**config.mk**
```make
export PLATFORM = sky130hd
export DESIGN_NAME = rc4_ksa_engine
export DESIGN_NICKNAME = d
export VERILOG_FILES = /design/src/rtl/rc4_pkg.sv /design/src/rtl/rc4_key_sel.sv /design/src/rtl/rc4_ksa_engine.sv
export SDC_FILE = /design/constraint.sdc
export NUM_CORES = 1
export LEC_CHECK = 0
export ABC_CLOCK_PERIOD_IN_PS = 5400
export BUFFER_PORTS_ARGS = -buffer_cell sky130_fd_sc_hd__buf_4
export CELL_PAD_IN_SITES_DETAIL_PLACEMENT = 0
export CELL_PAD_IN_SITES_GLOBAL_PLACEMENT = 1
export CORE_ASPECT_RATIO = 0.9
export CORE_MARGIN = 2
export CORE_UTILIZATION = 50
export DETAILED_ROUTE_END_ITERATION = 7
export HOLD_SLACK_MARGIN = 0.08
export PLACE_DENSITY = 0.85
export REMOVE_ABC_BUFFERS = 1
export SLEW_MARGIN = 20
export SYNTH_ARGS = -nofsm -noshare
export SYNTH_HDL_FRONTEND = slang
export SYNTH_SLANG_ARGS = --single-unit
```
**constraint.sdc**
```tcl
create_clock -name clk -period 5.4 [get_ports clk]
set_input_delay 0.27 -clock clk [delete_from_list [all_inputs] [get_ports clk]]
set_output_delay 0.27 -clock clk [all_outputs]
set_load 0.02 [all_outputs]
```
**src/rtl/rc4_pkg.sv**
```systemverilog
// rtl/rc4_pkg.sv - shared state type, widths and latency helper for the RC4 key-scheduling engine
package rc4_pkg;

  localparam int KEY_BYTE_W     = 8;
  localparam int DEFAULT_ADDR_W = 8;

  typedef enum logic [3:0] {
    ST_IDLE,
    ST_INIT,
    ST_RD_I,
    ST_WAIT_I,
    ST_RD_J,
    ST_WAIT_J,
    ST_WR_I,
    ST_WR_J,
    ST_DONE
  } ksa_state_t;

  // Cycles from the start-acceptance edge to the done pulse.
  function automatic int ksa_latency(int n, int rd_lat, bit init_en);
    return (init_en ? n : 0) + n * (4 + 2 * rd_lat) + 1;
  endfunction

endpackage

```
**src/rtl/rc4_key_sel.sv**
```systemverilog
// rtl/rc4_key_sel.sv - latched key bytes with a wrapping byte index; byte 0 is the key MSB
module rc4_key_sel
  import rc4_pkg::*;
#(
  parameter int KEY_BYTES = 3
) (
  input  logic                            clk,
  input  logic                            reset_n,
  input  logic                            load,
  input  logic                            advance,
  input  logic [KEY_BYTE_W*KEY_BYTES-1:0] key,
  output logic [KEY_BYTE_W-1:0]           key_byte
);

  localparam int KIDX_W = (KEY_BYTES > 1) ? $clog2(KEY_BYTES) : 1;

  logic [KEY_BYTE_W-1:0] key_r [KEY_BYTES];
  logic [KIDX_W-1:0]     kidx;

  always_ff @(posedge clk or negedge reset_n) begin
    if (!reset_n) begin
      kidx <= '0;
      for (int b = 0; b < KEY_BYTES; b++) key_r[b] <= '0;
    end else if (load) begin
      kidx <= '0;
      for (int b = 0; b < KEY_BYTES; b++)
        key_r[b] <= key[KEY_BYTE_W*(KEY_BYTES-b)-1 -: KEY_BYTE_W];
    end else if (advance) begin
      kidx <= (kidx == KIDX_W'(KEY_BYTES - 1)) ? '0 : kidx + KIDX_W'(1);
    end
  end

  assign key_byte = key_r[kidx];

endmodule

```
**src/rtl/rc4_ksa_engine.sv**
```systemverilog
// rtl/rc4_ksa_engine.sv - RC4 key-scheduling engine driving a single-port S-box RAM
// Optional S[i]=i INIT phase: define RC4_KSA_INIT_EN.
module rc4_ksa_engine
  import rc4_pkg::*;
#(
  parameter  int N         = 256,
  parameter  int KEY_BYTES = 3,
  parameter  int RD_LAT    = 1,
  localparam int ADDR_W    = $clog2(N)
) (
  input  logic                            clk,
  input  logic                            reset_n,
  input  logic                            start,
  input  logic                            abort,
  input  logic [KEY_BYTE_W*KEY_BYTES-1:0] key,
  output logic                            busy,
  output logic                            done,
  output logic                            mem_req,
  output logic [ADDR_W-1:0]               mem_addr,
  output logic [ADDR_W-1:0]               mem_wdata,
  output logic                            mem_wren,
  input  logic [ADDR_W-1:0]               mem_rdata
);

  ksa_state_t state, state_nxt;
  logic [ADDR_W-1:0] i, i_nxt, j, j_nxt, si, si_nxt, sj, sj_nxt;
  logic [ADDR_W-1:0] addr_nxt, wdata_nxt;
  logic [1:0]        lat_cnt, lat_cnt_nxt;
  logic              wren_nxt, busy_nxt, done_nxt, lat_last;
  logic              key_load, key_adv;
  logic [KEY_BYTE_W-1:0] key_byte;

  rc4_key_sel #(.KEY_BYTES(KEY_BYTES)) u_key_sel (
    .clk      (clk),
    .reset_n  (reset_n),
    .load     (key_load),
    .advance  (key_adv),
    .key      (key),
    .key_byte (key_byte)
  );

  assign lat_last = (lat_cnt == 2'(RD_LAT - 1));

  always_comb begin
    state_nxt   = state;
    i_nxt       = i;
    j_nxt       = j;
    si_nxt      = si;
    sj_nxt      = sj;
    lat_cnt_nxt = '0;
    key_load    = 1'b0;
    key_adv     = 1'b0;
    case (state)
      ST_IDLE: if (start) begin
        key_load = 1'b1;
        i_nxt    = '0;
        j_nxt    = '0;
`ifdef RC4_KSA_INIT_EN
        state_nxt = ST_INIT;
`else
        state_nxt = ST_RD_I;
`endif
      end
`ifdef RC4_KSA_INIT_EN
      ST_INIT: begin
        i_nxt = i + ADDR_W'(1);  // wraps to 0 after N-1, ready for the swap loop
        if (i == ADDR_W'(N - 1)) state_nxt = ST_RD_I;
      end
`endif
      ST_RD_I: state_nxt = ST_WAIT_I;
      ST_WAIT_I: if (lat_last) begin
        si_nxt    = mem_rdata;
        j_nxt     = j + mem_rdata + key_byte[ADDR_W-1:0];
        state_nxt = ST_RD_J;
      end else begin
        lat_cnt_nxt = lat_cnt + 2'd1;
      end
      ST_RD_J: state_nxt = ST_WAIT_J;
      ST_WAIT_J: if (lat_last) begin
        sj_nxt    = mem_rdata;
        state_nxt = ST_WR_I;
      end else begin
        lat_cnt_nxt = lat_cnt + 2'd1;
      end
      ST_WR_I: state_nxt = ST_WR_J;
      ST_WR_J: if (i == ADDR_W'(N - 1)) begin
        state_nxt = ST_DONE;
      end else begin
        i_nxt     = i + ADDR_W'(1);
        key_adv   = 1'b1;
        state_nxt = ST_RD_I;
      end
      ST_DONE: state_nxt = ST_IDLE;
      default: state_nxt = ST_IDLE;
    endcase

    if (abort) begin
      state_nxt = ST_IDLE;
      key_load  = 1'b0;
      key_adv   = 1'b0;
    end

    // Bus outputs are registered, so they follow the state being entered.
    addr_nxt  = '0;
    wdata_nxt = '0;
    wren_nxt  = 1'b0;
    case (state_nxt)
      ST_INIT:            begin addr_nxt = i_nxt; wdata_nxt = i_nxt;  wren_nxt = 1'b1; end
      ST_RD_I, ST_WAIT_I: addr_nxt = i_nxt;
      ST_RD_J, ST_WAIT_J: addr_nxt = j_nxt;
      ST_WR_I:            begin addr_nxt = i_nxt; wdata_nxt = sj_nxt; wren_nxt = 1'b1; end
      ST_WR_J:            begin addr_nxt = j_nxt; wdata_nxt = si_nxt; wren_nxt = 1'b1; end
      default:            addr_nxt = '0;
    endcase
    busy_nxt = !(state_nxt inside {ST_IDLE, ST_DONE});
    done_nxt = (state == ST_DONE) && !abort;
  end

  always_ff @(posedge clk or negedge reset_n) begin
    if (!reset_n) begin
      state     <= ST_IDLE;
      i         <= '0;
      j         <= '0;
      si        <= '0;
      sj        <= '0;
      lat_cnt   <= '0;
      mem_addr  <= '0;
      mem_wdata <= '0;
      mem_wren  <= 1'b0;
      busy      <= 1'b0;
      mem_req   <= 1'b0;
      done      <= 1'b0;
    end else begin
      state     <= state_nxt;
      i         <= i_nxt;
      j         <= j_nxt;
      si        <= si_nxt;
      sj        <= sj_nxt;
      lat_cnt   <= lat_cnt_nxt;
      mem_addr  <= addr_nxt;
      mem_wdata <= wdata_nxt;
      mem_wren  <= wren_nxt;
      busy      <= busy_nxt;
      mem_req   <= busy_nxt;
      done      <= done_nxt;
    end
  end

endmodule

```
# Word level (Yosys, flattened, before mapping)
# Index checks and enable logic that the tools add are counted.
word_totals:
  ff_bits: 83
  input_bits: 36
classes:
  addsub: 5
  n_lt_le_gt_ge: 1
  eq_ne: 17
  muxes: 33
  n_bitwise: 1
  reduce_logical: 12
ops:
  columns: ["cell", "n"]
  rows:
  - ["8-bit 2-to-1 mux", 10]
  - ["8-bit one-hot mux with 2 select lines", 3]
  - ["4-bit by 3-bit equality test with 1-bit output (second input constant)", 8]
  - ["4-bit one-hot mux with 7 select lines", 1]
  - ["8-bit one-hot mux with 3 select lines", 1]
  - ["4-bit 2-to-1 mux", 5]
  - ["8-bit adder", 2]
  - ["8-bit binary-select mux with 2-bit select", 1]
  - ["4-bit by 2-bit equality test with 1-bit output (second input constant)", 4]
  - ["2-bit 2-to-1 mux", 5]
  - ["8-bit by 1-bit adder with 8-bit output (second input constant)", 1]
  - ["4-bit equality test (second input constant)", 2]
  - ["8-bit equality test (second input constant)", 1]
  - ["4-bit zero test", 2]
  - ["1-bit 2-to-1 mux", 7]
  - ["3-bit OR reduction", 2]
  - ["2-bit by 1-bit adder with 2-bit output (second input constant)", 2]
  - ["4-bit by 1-bit equality test with 1-bit output (second input constant)", 1]
  - ["2-bit nonzero test", 2]
  - ["4-bit OR reduction", 1]
  - ["3-bit greater-or-equal comparator (second input constant)", 1]
  - ["2-bit NOT with 3-bit output", 1]
  - ["2-bit equality test (second input constant)", 1]
  - ["1-bit zero test", 2]
  - ["3 further kinds", 3]

# Logic depth before layout (Yosys ltp)
# Gate-level depths: netlist (run 1).
depth:
  word_depth: 8
  depth_mapped: 14
  mapped_depth_nobuf: 13

# Hierarchy
# From an unflattened synthesis (run 1), not the netlist that was laid out.
unflattened:
  cells_unflattened: 342
  area_unflattened_um2: 4146.5
by_module_without_submodules:
  columns: ["module", "instances", "cells_per_inst", "area_per_inst_um2", "seq_area_each_um2"]
  rows:
  - ["rc4_ksa_engine", 1, 263, 2895.3, 1426.4]
  - ["rc4_key_sel", 1, 79, 1251.2, 650.6]

# Least setup slack after synthesis (run 1)
# Ideal clock, no wire load.
synth_path:
  path_type: "reg-to-reg"
  from: "register u_key_sel.kidx[1]"
  to: "register mem_addr[7]"
  setup_time_ps: 126
  arrival_ps: 3000
  required_ps: 5274
  slack_ps: 2274
  stages_incl_launch_ff: 14
  cell_sequence: "dfrtp_1 clkbuf_1 mux2i_1 o21ai_0 fa_1 ha_1 inv_1 fa_1 nor2b_1 o31a_1 o21a_1 nor2_1 xnor2_1 a311o_1"
synth_between:
  elab_chain_cells: 8
synth_rtl:
  columns: ["element", "line_no", "rtl"]
  rows:
  - ["start: declaration", "rc4_key_sel.sv:18", "logic [KIDX_W-1:0] kidx;"]
  - ["start signal: assignment", "rc4_key_sel.sv:29", "kidx <= (kidx == KIDX_W'(KEY_BYTES - 1)) ? '0 : kidx + KIDX_W'(1);"]
  - ["2-bit NOT with 3-bit output (implied by the code)", "rc4_key_sel.sv:33", "assign key_byte = key_r[kidx];"]
  - ["8-bit binary-select mux with 2-bit select", "rc4_key_sel.sv:33", null]
  - ["8-bit 2-to-1 mux (implied by the code) (2 in a row)", "rc4_key_sel.sv:33", null]
  - ["8-bit adder", "rc4_ksa_engine.sv:73", "j_nxt = j + mem_rdata + key_byte[ADDR_W-1:0];"]
  - ["8-bit 2-to-1 mux", "rc4_ksa_engine.sv:71", "ST_WAIT_I: if (lat_last) begin"]
  - ["8-bit one-hot mux with 2 select lines", "rc4_ksa_engine.sv:53", "case (state)"]
  - ["8-bit one-hot mux with 2 select lines", "rc4_ksa_engine.sv:107", "case (state_nxt)"]
  - ["named net addr_nxt[7]", "rc4_ksa_engine.sv:27", "logic [ADDR_W-1:0] addr_nxt, wdata_nxt;"]
  - ["end signal: assignment", "rc4_ksa_engine.sv:140", "mem_addr <= addr_nxt;"]
  - ["end: declaration", "rc4_ksa_engine.sv:19", "output logic [ADDR_W-1:0] mem_addr,"]
# The timed path passes the listed nets, and every way through them passes these cells. The select of a mux whose other input is x is not followed.
# A chain may end at the register's enable or synchronous reset.

# Final worst setup path (run 1)
# Same ends and word-level chain as after synthesis.

==> impl_metrics.py, run 1 <==
metrics = {
    "sta": {
        "timing.final.crit_period_ns": 3.42,
        "timing.final.hold_violations": 0,
        "final.setup.tns_ns": 0,
        "whs_ns": 0.148,
        "worst_clock_skew_ns": 0.00810,
        "rsz0062_at_grt": "false",
        "worstMarginPinSlew_ns": 0.730,
        "clock.fmax_mhz": 293,
        "final.setup.worst_slack_ns": 1.98,
        "relSlewSlack_pct": 51.3,
        "slew_viol_final": 0,
        "post-route-period-util_pct": 63.3,
        "setup_viol": 0,
    },
    "synth": {
        "synth_seq_area_share_pct": 51.3,
        "synthArstFlopShare_pct": 100,
        "yosysTopAreaCell": "dfrtp_1",
        "synth-edff-count": 0,
        "synthTopCellsByArea": "dfrtp_1, mux2_2, nand2_1",
        "synth_ff_type": "dfrtp_1",
        "synth.most_common_cell": "dfrtp_1",
        "ys_types": 52,
        "synth_top_area_share_pct": 51.3,
        "synth-seq-cells": 83,
        "synth_cells": 336,
        "yosys_warnings": 0,
        "yosys-top-cells-count": "dfrtp_1, nand2_1, mux2_2",
        "netlist_area_sq_um": 4050,
        "syn_avg_cell_area_sq_um": 12.1,
    },
    "die": {
        "die_h_um": 89.4,
        "die_w_um": 98.9,
        "io_pins": 56,
        "initial_core_util_pct": 51.0,
        "rows": 31,
        "core_area_sq_um": 7950,
        "dieArea_sq_um": 8840,
    },
    "pwr": {
        "power.leakage_nw": 2.18,
        "p_int_mw": 1.25,
        "ir_drop_mv": 0.205,
        "cellPowerDensity_nw_per_um2": 399,
        "p_clk_share_pct": 22.8,
        "p_sw_share_pct": 33.4,
        "pwr-share-seq_pct": 43.4,
        "switchingPower_uw": 625,
        "pwr-share-comb_pct": 33.8,
    },
    "clock_network": {
        "ctsLongestPathBuffers": 2,
        "ctsHtreeMaxLevel": 3,
        "cts_made_buffers": 9,
        "insertion_delay_ns": 0.35,
        "clockRootBuffer": "clkbuf_8",
        "cts_setup_buffers": 0,
        "tritoncts": "built",
        "clkSlewWorstSetupHoldPaths_ns": 0.08,
        "cts_resized": 0,
        "postCtsHoldBufs": 0,
        "cts_sinks": 83,
    },
    "placement": {
        "numPortBuffers": 55,
        "gp_congestion": 0.869,
        "pre_cts_slack_ns": 1.99,
        "dp_hpwl_um": 5730,
    },
    "drt": {
        "vias": 2750,
        "drt_first_pass_iters": 4,
        "totalWireLength_um": 8090,
        "drc": 0,
        "post_drt_wl_per_cell_um": 16.5,
        "avgViaCountPerCell": 5.60,
        "ant_nets": 0,
        "drt_iter0_markers": 115,
    },
    "global_route": {
        "grt.total_usage_pct": 19.9,
        "gr-total-overflow": 0,
        "antenna_found_initial": 0,
        "grt_pass1_vias": 2694,
        "grt_pass1_wl_um": 13600,
        "grt_max_degree": 84,
    },
    "worst_setup_path": {
        "rr_startpoint": "u_key_sel.kidx[1]",
        "crit_arrival_ns": 3.65,
        "rr_endpoint": "mem_addr[7]",
        "end_kind": "flop",
        "critPathTopFamily": "compound AO/OA/AOI/OAI gates",
        "path_cells": "nor2b_1 -> nand2_1 -> o21ai_0 -> fa_1 -> ha_1 -> inv_1 -> fa_1 -> nor2b_1 -> o31a_1 -> o21a_1 -> nor2_1 -> xnor2_1 -> a311o_1",
        "critPathKind": "flop to flop",
        "crit_fanout": 11,
        "cp.required_ns": 5.64,
        "path_buf_inv": 1,
        "reg2reg_depth": 13,
        "slowest_stage": "dfrtp_1",
        "crit_path_start_kind": "flop",
        "rrSetupSlack_ns": 1.98,
        "cp_slowest_stage_delay_ns": 0.57,
    },
    "worst_hold_path": {
        "min-delay-start": "abort",
        "holdPathEnd": "done",
        "hold_depth": 2,
        "hp-class": "primary input to flop",
    },
    "layout": {
        "post-route-util_pct": 59.0,
        "multi_input_area_sq_um": 1840,
        "area_growth_pct": 15.8,
        "n_antenna_cell": 0,
        "fill_cells": 647,
        "drive_above_1_share_pct": 30.6,
        "seq_area_sq_um": 2080,
        "fin_nets": 441,
    },
    "flow_run": {
        "maxCapViolations": 0,
    },
    "status": {
        "status": "completed",
    },
}
## logic make-up (layout without fill, tap and decap cells)
| group | count (synthesis) | count (layout) | synth area share [%] |
|---|---|---|---|
| buffers and inverters | 25 | 81 | 3.30 |
| xor gates and xnor gates | 7 | 7 | 1.51 |
| and+or+nand+nor | 96 | 96 | 13.4 |
| DFF | 83 | 83 | 51.3 |
| muxes | 43 | 43 | 11.6 |
| AOI/OAI and AO/OA | 65 | 65 | 12.2 |
| adders and majority gates | 17 | 17 | 6.73 |
## sequential cells by signal (all words and copies together), names as in the netlist
| register | flops |
|---|---|
| sj | 8 |
| mem_wdata | 8 |
| mem_wren | 1 |
| done | 1 |
| u_key_sel.key_r | 24 |
| u_key_sel.kidx | 2 |
| mem_req | 1 |
| j | 8 |
| lat_cnt | 2 |
| i | 8 |
| state | 4 |
| mem_addr | 8 |
| si | 8 |
## metal layers
layer / vias to the layer above / wire, um / track usage (%)
met5: - / 0 / 0
met4: 0 / 112 / 8.59
met3: 8 / 499 / 4.61
met2: 81 / 3780 / 30.6
met1: 1363 / 3700 / 27.4
li1: 1298 / - / -
## cells in the final DEF, fill, tap and decap left out, types with 6 or more instances in the layout
cell type   n
nor2_1      9
dfrtp_1    83
mux2_2     33
o21ai_0    23
a21oi_1     6
clkbuf_8    9
a22o_1     12
nand2_1    47
mux2i_1    10
buf_4      55
ha_1        9
fa_1        8
inv_1       9
## power by group through the flow
stage	logic [mW]	clock network (mW)	registers (mW)
floorplan	0.488	0	0.803
global placement	0.619	0	0.823
detailed placement	0.635	0	0.825
CTS	0.640	0.439	0.814
global route	0.726	0.463	0.830
finish	0.634	0.427	0.813
## worst max-delay path by stage
| stage | from | end | cells past startpoint |
|---|---|---|---|
| floorplan | u_key_sel.kidx[1] | mem_addr[7] | 13 |
| global placement | u_key_sel.kidx[1] | mem_addr[7] | 13 |
| detailed placement | u_key_sel.kidx[1] | mem_addr[7] | 13 |
| CTS | u_key_sel.kidx[1] | mem_addr[7] | 13 |
| global route | u_key_sel.kidx[1] | mem_addr[7] | 13 |
| finish | u_key_sel.kidx[1] | mem_addr[7] | 13 |
## metrics by stage
step                      instances  power [mW]  area [sq um]
after floorplan                 320        1.29          3950
after global placement          475        1.44          4500
after detailed placement        475        1.46          4500
after CTS                       490        1.89          4680
after global routing            491        2.02          4690
final                           491        1.87          4690
## cell type report
class	instances	share of cell area (%)
clock inverters	5	1.17
repair buffers	57	9.25
multi-input cells	228	39.2
well taps	99	2.64
clock buffers	10	2.72
inverters	9	0.720
flip-flops and latches	83	44.3
(Power assumes the default switching activity.)
==> inputs of run 2 (changes only) <==
--- a/config.mk
+++ b/config.mk
@@ -5,16 +5,17 @@
 export SDC_FILE = /design/constraint.sdc
 export NUM_CORES = 1
 export LEC_CHECK = 0
-export ABC_CLOCK_PERIOD_IN_PS = 5400
+export ABC_AREA = 1
+export ABC_CLOCK_PERIOD_IN_PS = 3400
 export BUFFER_PORTS_ARGS = -buffer_cell sky130_fd_sc_hd__buf_4
 export CELL_PAD_IN_SITES_DETAIL_PLACEMENT = 0
 export CELL_PAD_IN_SITES_GLOBAL_PLACEMENT = 1
 export CORE_ASPECT_RATIO = 0.9
 export CORE_MARGIN = 2
-export CORE_UTILIZATION = 50
+export CORE_UTILIZATION = 44
 export DETAILED_ROUTE_END_ITERATION = 7
 export HOLD_SLACK_MARGIN = 0.08
-export PLACE_DENSITY = 0.85
+export PLACE_DENSITY = 0.8
 export REMOVE_ABC_BUFFERS = 1
 export SLEW_MARGIN = 20
 export SYNTH_ARGS = -nofsm -noshare
==> constraint.sdc (replaced) <==
create_clock -name clk -period 3.4 [get_ports clk]
set_input_delay 0.17 -clock clk [delete_from_list [all_inputs] [get_ports clk]]
set_output_delay 0.17 -clock clk [all_outputs]
set_load 0.02 [all_outputs]
==> impl_metrics.py, run 2 <==
metrics = {
    "pwr": {
        "switchingPower_mw": 1.18,
        "pwr-share-seq_pct": 39.8,
        "ir_drop_mv": 0.388,
        "power.leakage_nw": 2.66,
        "cellPowerDensity_nw_per_um2": 627,
        "pwr-share-comb_pct": 37.9,
        "p_int_mw": 2.04,
        "p_sw_share_pct": 36.7,
        "p_clk_share_pct": 22.3,
    },
    "synth": {
        "yosys_warnings": 0,
        "synth-seq-cells": 83,
        "netlist_area_sq_um": 4150,
        "synthArstFlopShare_pct": 100,
        "ys_types": 38,
        "synth_ff_type": "dfrtp_1",
        "yosys-top-cells-count": "nand2_1, dfrtp_1, inv_1",
        "synth_seq_area_share_pct": 50.0,
        "yosysTopAreaCell": "dfrtp_1",
        "synth_top_area_share_pct": 50.0,
        "syn_avg_cell_area_sq_um": 9.20,
        "synth.most_common_cell": "nand2_1",
        "synth-edff-count": 0,
        "synth_cells": 451,
        "synthTopCellsByArea": "dfrtp_1, nand2_1, mux2_2",
    },
    "placement": {
        "gp_congestion": 0.811,
        "numPortBuffers": 55,
        "dp_hpwl_um": 6370,
    },
    "clock_network": {
        "clkSlewWorstSetupHoldPaths_ns": 0.09,
        "clockRootBuffer": "clkbuf_8",
        "cts_sinks": 83,
        "insertion_delay_ns": 0.34,
        "tritoncts": "built",
        "ctsLongestPathBuffers": 2,
        "cts_made_buffers": 9,
        "cts_setup_buffers": 0,
        "ctsHtreeMaxLevel": 3,
    },
    "drt": {
        "totalWireLength_um": 9090,
        "drt_iter0_markers": 98,
        "drt_first_pass_iters": 4,
        "post_drt_wl_per_cell_um": 13.7,
        "vias": 3169,
        "drc": 0,
        "ant_nets": 0,
        "avgViaCountPerCell": 4.77,
    },
    "sta": {
        "post-route-period-util_pct": 84.6,
        "setup_viol": 0,
        "relSlewSlack_pct": 49.0,
        "clock.fmax_mhz": 348,
        "worstMarginPinSlew_ns": 0.765,
        "rsz0062_at_grt": "false",
        "worst_clock_skew_ns": 0.00892,
        "slew_viol_final": 0,
        "timing.final.crit_period_ns": 2.88,
        "final.setup.tns_ns": 0,
        "timing.final.hold_violations": 0,
        "whs_ns": 0.189,
    },
    "die": {
        "initial_core_util_pct": 45.5,
        "io_pins": 56,
        "die_h_um": 96.1,
        "core_area_sq_um": 9130,
        "die_w_um": 106,
        "dieArea_sq_um": 10200,
        "rows": 33,
    },
    "flow_run": {
        "maxCapViolations": 0,
    },
    "global_route": {
        "grt_use_met1_pct": 27.4,
        "grt.total_usage_pct": 19.7,
        "grtUsageMet3_pct": 3.93,
        "grt_max_degree": 84,
        "gr-total-overflow": 0,
        "grt_util_met2_pct": 31.3,
        "grt_pass1_wl_um": 15400,
        "antenna_found_initial": 0,
        "busiest_layer": "met2",
        "grt_pass1_vias": 3162,
    },
    "worst_setup_path": {
        "rrSetupSlack_ns": 0.52,
        "rr_startpoint": "u_key_sel.kidx[0]",
        "cp.required_ns": 3.69,
        "crit_path_start_kind": "flop",
        "cp_slowest_stage_delay_ns": 0.44,
        "critPathKind": "flop to flop",
        "end_kind": "flop",
        "slowest_stage": "fa_1",
        "crit_arrival_ns": 3.16,
        "worstSetupStartpoint": "u_key_sel.kidx[0]",
        "reg2reg_depth": 14,
        "cpMostUsedCell": "nand2_1",
        "rr_endpoint": "mem_addr[5]",
        "crit_fanout": 8,
        "path_cells": "inv_1 -> nor2_1 -> nand2_1 -> nand3_1 -> fa_1 -> ha_1 -> nand2_1 -> nand2_1 -> o21bai_1 -> nand2_1 -> nand2_1 -> o21ai_0 -> nand2_1 -> nand2_1",
    },
    "layout": {
        "fin_nets": 590,
        "drive_above_1_share_pct": 21.8,
        "layout_common_cells": "nand2_1, dfrtp_1, buf_4",
        "area_growth_pct": 23.8,
        "fill_cells": 809,
        "n_antenna_cell": 0,
        "largest-register": "u_key_sel.key_r",
        "largest_reg_flops": 24,
        "final_common_cell": "nand2_1",
    },
    "worst_hold_path": {
        "hp-class": "primary input to flop",
        "min-delay-start": "mem_rdata[1]",
        "holdPathEnd": "si[1]",
        "hold_depth": 3,
    },
    "status": {
        "status": "completed",
    },
}
-- run 2: area by class of cell --
class	instances	area, sq um	share of cell area (%)
sequential	83	2080	40.4
multi-input combinational	303	1800	35.1
timing repair buffer	82	684	13.3
inverter	58	218	4.24
tap	122	153	2.97
clock buffer	11	141	2.75
clock inverter	5	61.3	1.19
-- run 2: per-stage QoR --
step | setup WS (ns) | util, % | cell area (sq um) | instances | total power [mW]
2_1_floorplan | 0.934 | - | 4100 | 444 | 2.17
3_3_place_gp | 0.602 | 51.2 | 4670 | 622 | 2.45
3_5_place_dp | 0.571 | 51.2 | 4670 | 622 | 2.49
4_1_cts | 0.532 | 56.3 | 5130 | 664 | 3.25
5_1_grt | 0.260 | 56.3 | 5140 | 664 | 3.51
6_report | 0.525 | 56.3 | 5140 | 664 | 3.22
-- run 2: logic make-up after synthesis --
logic type / share of synthesized area, %
buf+inv: 6.51
fa+ha+maj: 6.57
simple gates: 23.6
xor+xnor: 0.211
compound gates: 6.33
flops: 50.0
mux: 6.75
-- run 2: metal layers --
layer	up-vias	share of wire (%)
met1	1482	50
li1	1620	-
met2	65	46
met5	-	0
met4	0	0.40
met3	2	3.7
-- run 2: how the worst max path moves through the flow --
stage / to / cells past startpoint / slack [ns]
finish: mem_addr[5] / 14 / 0.52
global route: mem_addr[5] / 13 / 0.26
CTS: mem_addr[5] / 14 / 0.53
detailed placement: mem_addr[5] / 14 / 0.57
global placement: mem_addr[5] / 14 / 0.60
floorplan: mem_addr[7] / 16 / 0.93
-- run 2: timing repair --
| item | 4_1_cts | 5_1_grt |
|---|---|---|
| hold buffers | 26 | 0 |
| resized for setup | 0 | 0 |
| endpoints found under the hold margin | 111 | 0 |
-- run 2: power by group through the flow --
stage	logic, mW	clock network [mW]	registers (mW)
3_3_place_gp	1.16	0	1.29
4_1_cts	1.22	0.750	1.28
3_5_place_dp	1.19	0	1.30
2_1_floorplan	0.903	0	1.27
5_1_grt	1.41	0.788	1.30
6_report	1.22	0.720	1.28
-- run 2: critical path: cells and delay by family, from the launching register on --
family / cells / cell delay, ns
compound gates: 2 / 0.46
flops: 1 / 0.40
simple gates: 9 / 1.07
buf+inv: 1 / 0.09
fa+ha+maj: 2 / 0.79
==> inputs of run 3 (changes only) <==
--- a/config.mk
+++ b/config.mk
@@ -6,7 +6,7 @@
 export NUM_CORES = 1
 export LEC_CHECK = 0
 export ABC_AREA = 1
-export ABC_CLOCK_PERIOD_IN_PS = 3400
+export ABC_CLOCK_PERIOD_IN_PS = 3000
 export BUFFER_PORTS_ARGS = -buffer_cell sky130_fd_sc_hd__buf_4
 export CELL_PAD_IN_SITES_DETAIL_PLACEMENT = 0
 export CELL_PAD_IN_SITES_GLOBAL_PLACEMENT = 1
==> constraint.sdc (replaced) <==
create_clock -name clk -period 3 [get_ports clk]
set_input_delay 0.15 -clock clk [delete_from_list [all_inputs] [get_ports clk]]
set_output_delay 0.15 -clock clk [all_outputs]
set_load 0.02 [all_outputs]
==> impl_metrics.py, run 3 (same netlist as run 2, synthesis figures left out) <==
metrics = {
    "drt": {
        "wl_met2_um": 4100,
        "wl_met1_um": 4600,
        "route.met3.wl_um": 368,
        "top_layer_used": "met4",
        "ant_nets": 0,
        "drt_iter0_markers": 144,
        "totalWireLength_um": 9210,
        "avgViaCountPerCell": 4.79,
        "drt_first_pass_iters": 4,
        "vias": 3207,
        "post_drt_wl_per_cell_um": 13.8,
        "drc": 0,
    },
    "worst_setup_path": {
        "end_kind": "flop",
        "crit_path_start_kind": "flop",
        "cp.required_ns": 3.24,
        "rrSetupSlack_ns": 0.28,
        "cp_slowest_stage_delay_ns": 0.49,
        "path_buf_inv": 3,
        "worst-path-stages": 16,
        "reg2reg_depth": 16,
        "path_cells": "nor2_1 -> buf_4 -> nand2_1 -> nand3_1 -> fa_1 -> ha_1 -> inv_1 -> fa_1 -> nor3_1 -> nor2_1 -> inv_1 -> nand2_1 -> nand3_1 -> nand2_1 -> nand2_1 -> nand2_1",
        "rr_startpoint": "u_key_sel.kidx[1]",
        "cpMostUsedCell": "nand2_1",
        "rr_endpoint": "mem_addr[7]",
        "crit_fanout": 6,
        "crit_arrival_ns": 2.96,
        "critPathTopFamily": "adder cells",
        "slowest_stage": "fa_1",
        "critPathKind": "flop to flop",
    },
    "sta": {
        "worst_clock_skew_ns": 0.0131,
        "relSlewSlack_pct": 42.4,
        "timing.final.crit_period_ns": 2.72,
        "slew_viol_final": 0,
        "clock.fmax_mhz": 368,
        "post-route-period-util_pct": 90.6,
        "worstMarginPinSlew_ns": 0.864,
        "rsz0062_at_grt": "false",
        "timing.final.hold_violations": 0,
        "final.setup.tns_ns": 0,
        "setup_viol": 0,
    },
    "placement": {
        "dpl_cell_area_sq_um": 4710,
        "placedCellCount": 627,
        "numPortBuffers": 55,
        "dp_hpwl_um": 6700,
        "gp_congestion": 0.959,
    },
    "worst_hold_path": {
        "min-delay-start": "mem_rdata[0]",
        "hp-class": "primary input to flop",
        "holdPathEnd": "si[0]",
        "hold_depth": 3,
    },
    "pwr": {
        "power.leakage_nw": 2.70,
        "ir_drop_mv": 0.402,
        "p_total_mw": 3.72,
        "cellPowerDensity_nw_per_um2": 718,
    },
    "clock_network": {
        "clockRootBuffer": "clkbuf_8",
        "ctsHtreeMaxLevel": 3,
        "clkSlewWorstSetupHoldPaths_ns": 0.09,
        "cts_setup_buffers": 0,
        "cts_sinks": 83,
        "tritoncts": "built",
        "ctsLongestPathBuffers": 2,
        "insertion_delay_ns": 0.35,
        "cts_made_buffers": 9,
    },
    "layout": {
        "layout_common_cells": "nand2_1, dfrtp_1, buf_4",
        "area_growth_pct": 25.0,
        "final_common_cell": "nand2_1",
        "drive_above_1_share_pct": 23.0,
        "instances_no_fill": 669,
        "largest-register": "u_key_sel.key_r",
        "largest_reg_flops": 24,
        "fin_nets": 595,
        "fin_area_sq_um": 5190,
        "n_antenna_cell": 0,
        "post-route-util_pct": 56.8,
    },
    "global_route": {
        "grt_pass1_wl_um": 15400,
        "gr-total-overflow": 0,
        "grt_pass1_vias": 3188,
        "grt_max_degree": 69,
        "grt.total_usage_pct": 19.7,
        "antenna_found_initial": 0,
    },
    "die": {
        "rows": 33,
        "die_w_um": 106,
        "core_area_sq_um": 9130,
        "io_pins": 56,
        "initial_core_util_pct": 45.5,
        "die_h_um": 96.1,
        "dieArea_sq_um": 10200,
    },
    "flow_run": {
        "maxCapViolations": 0,
    },
    "status": {
        "status": "completed",
    },
}
run 3: cell count changes in the layout (fill, tap and decap cells not counted):
| cell | previous run | this run |
|---|---|---|
| buf_4 | 55 | 61 |
| buf_6 | 1 | 0 |
| clkbuf_1 | 1 | 0 |
| clkbuf_8 | 10 | 11 |
| clkinv_2 | 0 | 1 |
| clkinv_4 | 0 | 3 |
| clkinvlp_4 | 3 | 0 |
| inv_6 | 1 | 0 |
| nor2_1 | 17 | 15 |
| nor2_2 | 3 | 5 |
run 3: how the worst max path moves through the flow:
stage                        endpoint  slack, ns              start
after floorplan           mem_addr[7]       0.53  u_key_sel.kidx[0]
final                     mem_addr[7]       0.28  u_key_sel.kidx[1]
after global routing      mem_addr[7]       0.05  u_key_sel.kidx[0]
after detailed placement  mem_addr[7]       0.22  u_key_sel.kidx[0]
after global placement    mem_addr[7]       0.30  u_key_sel.kidx[0]
after CTS                 mem_addr[7]       0.20  u_key_sel.kidx[0]
run 3: tightest hold or removal path: stages:
cell and delay (ns):
buf_4 0.13, inv_1 0.06, o21ai_0 0.11
run 3: what timing repair did:
action | CTS | global route
hold endpoints to repair | 94 | 0
hold buffers | 26 | 0
setup endpoints to repair | 0 | 2
gates resized for setup | 0 | 2
run 3: power by group:
group | leakage (nW) | internal, mW | switching [mW]
registers | 1.08 | 1.33 | 0.120
clock network | 0.109 | 0.433 | 0.411
logic | 1.51 | 0.597 | 0.829
run 3: layout make-up:
class / count / area (sq um)
clock buffer: 11 / 151
inverter: 58 / 218
timing repair buffer: 87 / 718
multi-input combinational: 303 / 1810
fill: 849 / 3940
clock inverter: 5 / 61.3
sequential: 83 / 2080
tap: 122 / 153
run 3: metal layers:
metal / global-route usage [%] / up-vias
met3: 3.99 / 11
met1: 27.2 / 1494
li1: - / 1633
met5: 0 / -
met4: 6.36 / 0
met2: 31.3 / 69
run 3: per-stage QoR:
stage	setup slack, ns	hold WS [ns]
finish	0.281	0.159
global route	0.0455	0.162
CTS	0.196	0.135
detailed placement	0.222	0.324
global placement	0.297	0.323
floorplan	0.534	-0.146
